File: src/rtl/adc_if.sv
// Serial-to-parallel receiver for the codec/ADC stream: MSB-first words framed by
// L_start/R_start strobes, presented as signed LEFT/RIGHT samples with valid pulses.
//
// state | meaning
// IDLE  | waiting for a strobe, SDATA ignored
// SHIFT | capturing a word, one bit per SCLK rising edge
module adc_if #(
    parameter int WIDTH = 16
) (
    input  logic             SCLK,
    input  logic             reset,
    input  logic             L_start,
    input  logic             R_start,
    input  logic             SDATA,
    output logic [WIDTH-1:0] L_data,
    output logic [WIDTH-1:0] R_data,
    output logic             L_valid,
    output logic             R_valid,
    output logic             busy,
    output logic             frame_err
);

    localparam int CNT_W = (WIDTH > 2) ? $clog2(WIDTH) : 1;

    localparam logic [0:0] IDLE  = 1'b0;
    localparam logic [0:0] SHIFT = 1'b1;

    localparam logic CH_LEFT  = 1'b0;
    localparam logic CH_RIGHT = 1'b1;

    localparam logic [CNT_W-1:0] CNT_LAST = CNT_W'(WIDTH - 1);

    logic [0:0]       state;
    logic [WIDTH-1:0] shreg;
    logic [CNT_W-1:0] cnt;
    logic             chan;

    logic             strobe;
    logic             new_chan;
    logic [WIDTH-1:0] word;
    logic             lsb_edge;

    // LEFT wins when both strobes arrive together, matching the transmitter.
    assign strobe   = L_start | R_start;
    assign new_chan = L_start ? CH_LEFT : CH_RIGHT;
    assign word     = {shreg[WIDTH-2:0], SDATA};
    assign lsb_edge = (state == SHIFT) && (cnt == CNT_LAST);

    always_ff @(posedge SCLK) begin
        if (reset) begin
            state     <= IDLE;
            shreg     <= '0;
            cnt       <= '0;
            chan      <= CH_LEFT;
            L_data    <= '0;
            R_data    <= '0;
            L_valid   <= 1'b0;
            R_valid   <= 1'b0;
            busy      <= 1'b0;
            frame_err <= 1'b0;
        end else begin
            L_valid   <= 1'b0;
            R_valid   <= 1'b0;
            frame_err <= 1'b0;

            case (state)
                IDLE: begin
                    if (strobe) begin
                        chan  <= new_chan;
                        cnt   <= '0;
                        state <= SHIFT;
                        busy  <= 1'b1;
                    end
                end

                SHIFT: begin
                    if (lsb_edge) begin
                        shreg <= word;
                        if (chan == CH_LEFT) begin
                            L_data  <= word;
                            L_valid <= 1'b1;
                        end else begin
                            R_data  <= word;
                            R_valid <= 1'b1;
                        end
                        // A strobe on the LSB edge chains straight into the next frame.
                        if (strobe) begin
                            chan  <= new_chan;
                            cnt   <= '0;
                            state <= SHIFT;
                            busy  <= 1'b1;
                        end else begin
                            cnt   <= '0;
                            state <= IDLE;
                            busy  <= 1'b0;
                        end
                    end else if (strobe) begin
                        frame_err <= 1'b1;
                        chan      <= new_chan;
                        cnt       <= '0;
                        state     <= SHIFT;
                        busy      <= 1'b1;
                    end else begin
                        shreg <= word;
                        cnt   <= cnt + 1'b1;
                    end
                end

                default: begin
                    state <= IDLE;
                    busy  <= 1'b0;
                end
            endcase
        end
    end

endmodule

File: config.mk
export PLATFORM = sky130hd
export DESIGN_NAME = adc_if
export DESIGN_NICKNAME = d
export VERILOG_FILES = /design/src/rtl/adc_if.sv
export SDC_FILE = /design/constraint.sdc
export NUM_CORES = 1
export LEC_CHECK = 0
export ABC_AREA = 1
export BUFFER_PORTS_ARGS = -buffer_cell sky130_fd_sc_hd__buf_4
export CORE_ASPECT_RATIO = 1.25
export CORE_MARGIN = 5
export CORE_UTILIZATION = 45
export DETAILED_ROUTE_END_ITERATION = 8
export PLACE_DENSITY = 0.69
export RECOVER_POWER = 25
export SETUP_SLACK_MARGIN = 0.3
export SLEW_MARGIN = 10
export SYNTH_ARGS = -nofsm -noshare
export SYNTH_HDL_FRONTEND = slang
export SYNTH_SLANG_ARGS = --single-unit
File: constraint.sdc
create_clock -name SCLK -period 1.4 [get_ports SCLK]
set_input_delay 0.28 -clock SCLK [delete_from_list [all_inputs] [get_ports SCLK]]
set_output_delay 0.28 -clock SCLK [all_outputs]
set_load 0.05 [all_outputs]
==> summary.md <==
The flow ran to the end, and the final reports show no timing, DRC or antenna violations. Net switching is 22.6% of the power. The number of vias per cell was 5.13; the placeable core area was 5010 um2. For this block, the via count after detailed routing is 2,210.

In this run the static leakage power is 1.41 nW. The number of nets with antenna violations after detailed routing was 0. The worst path buffer plus inverter count was 1. Summed over all nets, the switching power comes to 0.793 mW. Global routing used 18.6% of the available tracks across all layers. The tools report the relative contribution of combinational cells to total power as 6.6%.

CTS built an H-tree with a depth of 3. The clock share of power came out at 46.6%. The run gives 29 as the number of cell rows.

With fillers left out, the area of the finished cells amounts to 3520 um2. Routability-driven placement finished with a final weighted congestion of 0.789. The run gives 49.8% as the sequential area share after synthesis. The internal power consumption is 2.71 mW, and the utilization after layout is 70.2%.

Prevailing post-synth register cell: sky130_fd_sc_hd__dfxtp_1. The area occupied by registers is 1200 um2. Peak ir drop on the vdd network: 0.624 mV. Post-synthesis cell type with the largest combined area: sky130_fd_sc_hd__dfxtp_1. The later pin in the worst-skew pair is clocked with a latency of 0.33 ns. The library cell used most frequently in the layout, excluding fill and tap cells, is sky130_fd_sc_hd__nor2_1. The number of hold-repair buffers added at the cts stage was 0; the total DRC errors in the routed layout was 0. The floorplan step defined a die boundary enclosing 6630 um2. For the number of filler instances in the final layout, the log shows 374.

The tool flagged a number of max-cap violations equal to 0. The logs give 1150 um2 for the area used by multi-input combinational logic and 4 for the first-pass iteration count of the detailed router. The initial antenna violation count is 0. Setup repair after global routing could not meet its margin everywhere. The total wire length came out at 6110 um. The worst setup path is captured at a flop. The cell count after synthesis was 310.

The share of Yosys cell area claimed by the top area cell type works out to 49.8%. Type of the worst setup path: flop to flop. Die extent in x: 73.8 um.

Cell at the slowest stage of the critical path: sky130_fd_sc_hd__dfxtp_4. After detailed routing, the average wire length per cell comes to 14.2 um. The cell chosen for the clock root was sky130_fd_sc_hd__clkbuf_8.

The delay contributed by the slowest stage of the critical path came out at 0.36 ns. At the pin with the least slew margin, the transition time is 0.344 ns. Power density over cell area: 997 nW/um2.

The largest net degree at the start of global routing came out at 33. The min-delay analysis places its worst path in the category primary input to flop. Traced cell by cell, the critical path runs through ha_4, nand3_4, nor2_4, clkbuf_16, nand3_1, nand2_1, nor2_1. The number of nets in the finished design is 371, and the post-synthesis cell type count is 24. The logs give 77.0% for the tightest slew margin relative to the limit and 316 for the total nets after synthesis. The tools report the clock tree buffer depth as 2. In the post-synthesis netlist, the biggest area contributors are sky130_fd_sc_hd__dfxtp_1 50%, sky130_fd_sc_hd__nor2_1 11%, sky130_fd_sc_hd__nand3_1 11%. Compared with the post-synthesis result, the final layout area differs by 53.5%.

In the layout the commonest cells are 67 x sky130_fd_sc_hd__nor2_1, 56 x sky130_fd_sc_hd__nand2_1, 42 x sky130_fd_sc_hd__nand3_1, 38 x sky130_fd_sc_hd__dfxtp_2, 36 x sky130_fd_sc_hd__buf_8. TritonCTS built the clock tree. The required time of the worst setup path was 1.63 ns; the via count of the first global-routing pass was 2,085.

For this block, the initial DRC count from the detailed router was 203. The clock edge transition at the registers on the reported setup and hold paths came out at 0.06 ns. The run gives 46.9% as the sequential cell fraction of total power. Derived from the worst setup path, the maximum achievable clock frequency is 0.721 GHz. The hold violation total from the final report is 0. The number of synthesized flops with an enable pin is 0, and the number of antenna repair diodes is 0. The wire-length estimate of the detail-placed layout is 3440 um. The total clock buffers created by CTS is 9, and the post-synthesis sequential element count is 57. Along the worst path, the maximum fanout reaches 8. Of all flip-flops after synthesis, the portion carrying an async set or reset was 0%.

The final critical path time including I/O delays and setup is 1.39 ns, and the total global routing overflow is 0. Clock skew on the completed layout was measured at 0.00708 ns. The run gives 0 as the number of synthesis warnings.

CTS saw 57 sinks. The fraction of layout instances using a drive strength above 1 was 41.5%. In this run the count of I/O pins placed on the die edge is 41. The mapped cell area was 2290 um2. The total setup violations reported at the end of the flow is 0.

For the count of pins over their slew limit, the log shows 0. The area of placed instances is 2710 um2, and the data arrival time of the critical path is 1.62 ns. The effective utilization at floorplan was 45.8%; the synthesized area per cell was 7.39 um2. The kind of start point of the critical path is a flop. Dividing the final minimum period by the clock period gives 99.1%. The height of the chip came out at 89.8 um. The first global-routing pass estimated 9570 um of wire.

Grouping stages by cell kind, the critical path spends the most delay in simple AND/OR/NAND/NOR gates. The quantity of I/O buffers inserted on ports came out at 40.
state kept, by name (all words and copies together), names as in the netlist:
| name | count |
|---|---|
| cnt | 4 |
| busy | 1 |
| R_data | 16 |
| R_valid | 1 |
| frame_err | 1 |
| shreg | 15 |
| chan | 1 |
| state | 1 |
| L_data | 16 |
| L_valid | 1 |
per-layer routing:
metal	part of all wire, %	vias to the layer above	global-route usage, %
met5	0	-	0
met4	2.1	0	8.76
met3	6.2	13	5.69
met2	52	72	30.5
met1	40	1026	21.4
li1	-	1099	-
through the flow:
step                worst slack [ns]  cells  power, mW  setup TNS (ns)  hold slack (ns)
global placement               0.137    403       1.87               0            0.450
detailed placement            0.0788    403       1.87               0            0.458
finish                        0.0131    431       3.51               0            0.112
global route                 -0.0557    431       3.63          -0.952           0.0914
floorplan                      0.170    310       1.81               0            0.358
CTS                           0.0808    424       3.51               0            0.105
Yosys cell counts (2+ instances only):
cell / count
sky130_fd_sc_hd__clkbuf_1: 6
sky130_fd_sc_hd__nand3_1: 49
sky130_fd_sc_hd__nand2_1: 60
sky130_fd_sc_hd__nor2_1: 69
sky130_fd_sc_hd__inv_1: 20
sky130_fd_sc_hd__dfxtp_1: 57
sky130_fd_sc_hd__nor3_1: 2
sky130_fd_sc_hd__buf_4: 2
sky130_fd_sc_hd__nand2_2: 3
sky130_fd_sc_hd__a21oi_1: 18
sky130_fd_sc_hd__o21ai_0: 4
sky130_fd_sc_hd__nor2_8: 2
sky130_fd_sc_hd__buf_2: 6
sky130_fd_sc_hd__buf_6: 2
cell families after synthesis:
kind of cell	count (synthesis)	synth area share (%)
simple gates	190	36.8
fa+ha+maj	1	0.546
flops	57	49.8
compound gates	23	5.13
buf+inv	39	7.70
worst register-to-register path: stages (launching register included):
cell,delay [ns]
sky130_fd_sc_hd__dfxtp_4,0.36
sky130_fd_sc_hd__ha_4,0.17
sky130_fd_sc_hd__nand3_4,0.10
sky130_fd_sc_hd__nor2_4,0.22
sky130_fd_sc_hd__clkbuf_16,0.20
sky130_fd_sc_hd__nand3_1,0.09
sky130_fd_sc_hd__nand2_1,0.09
sky130_fd_sc_hd__nor2_1,0.05
power groups by stage:
stage	Combinational (mW)	Sequential [mW]	Clock, mW
after floorplan	0.112	1.70	0
after global placement	0.187	1.68	0
after global routing	0.248	1.64	1.74
final	0.230	1.64	1.63
after detailed placement	0.188	1.68	0
after CTS	0.216	1.64	1.65
worst paths after layout:
check / from / slack, ns / cells past startpoint / to
setup / recovery: cnt[1]$_SDFFE_PP0P_ / 0.01 / 7 / R_data[3]$_SDFFE_PP0P_
hold / removal: L_start / 0.11 / 2 / chan$_SDFFE_PP0P_
setup reg to reg: cnt[1]$_SDFFE_PP0P_ / 0.01 / 7 / R_data[3]$_SDFFE_PP0P_
hold reg to reg: L_data[14]$_SDFFE_PP0P_ / 0.48 / 2 / L_data[14]$_SDFFE_PP0P_
repair_timing:
action / CTS / global route
gates resized for setup: 102 / 43
cloned: 2 / 2
pin swaps: 9 / 12
endpoints found under the setup margin: 87 / 89
setup buffers: 4 / 5
layout make-up:
cell class              count  share of cell area, %
clock buffers              13                   5.09
repair buffers             60                   22.6
well taps                  62                   2.21
flip-flops and latches     57                   34.0
clock inverters             2                  0.996
multi-input cells         215                   32.7
inverters                  22                   2.35
(Power assumes the default switching activity.)
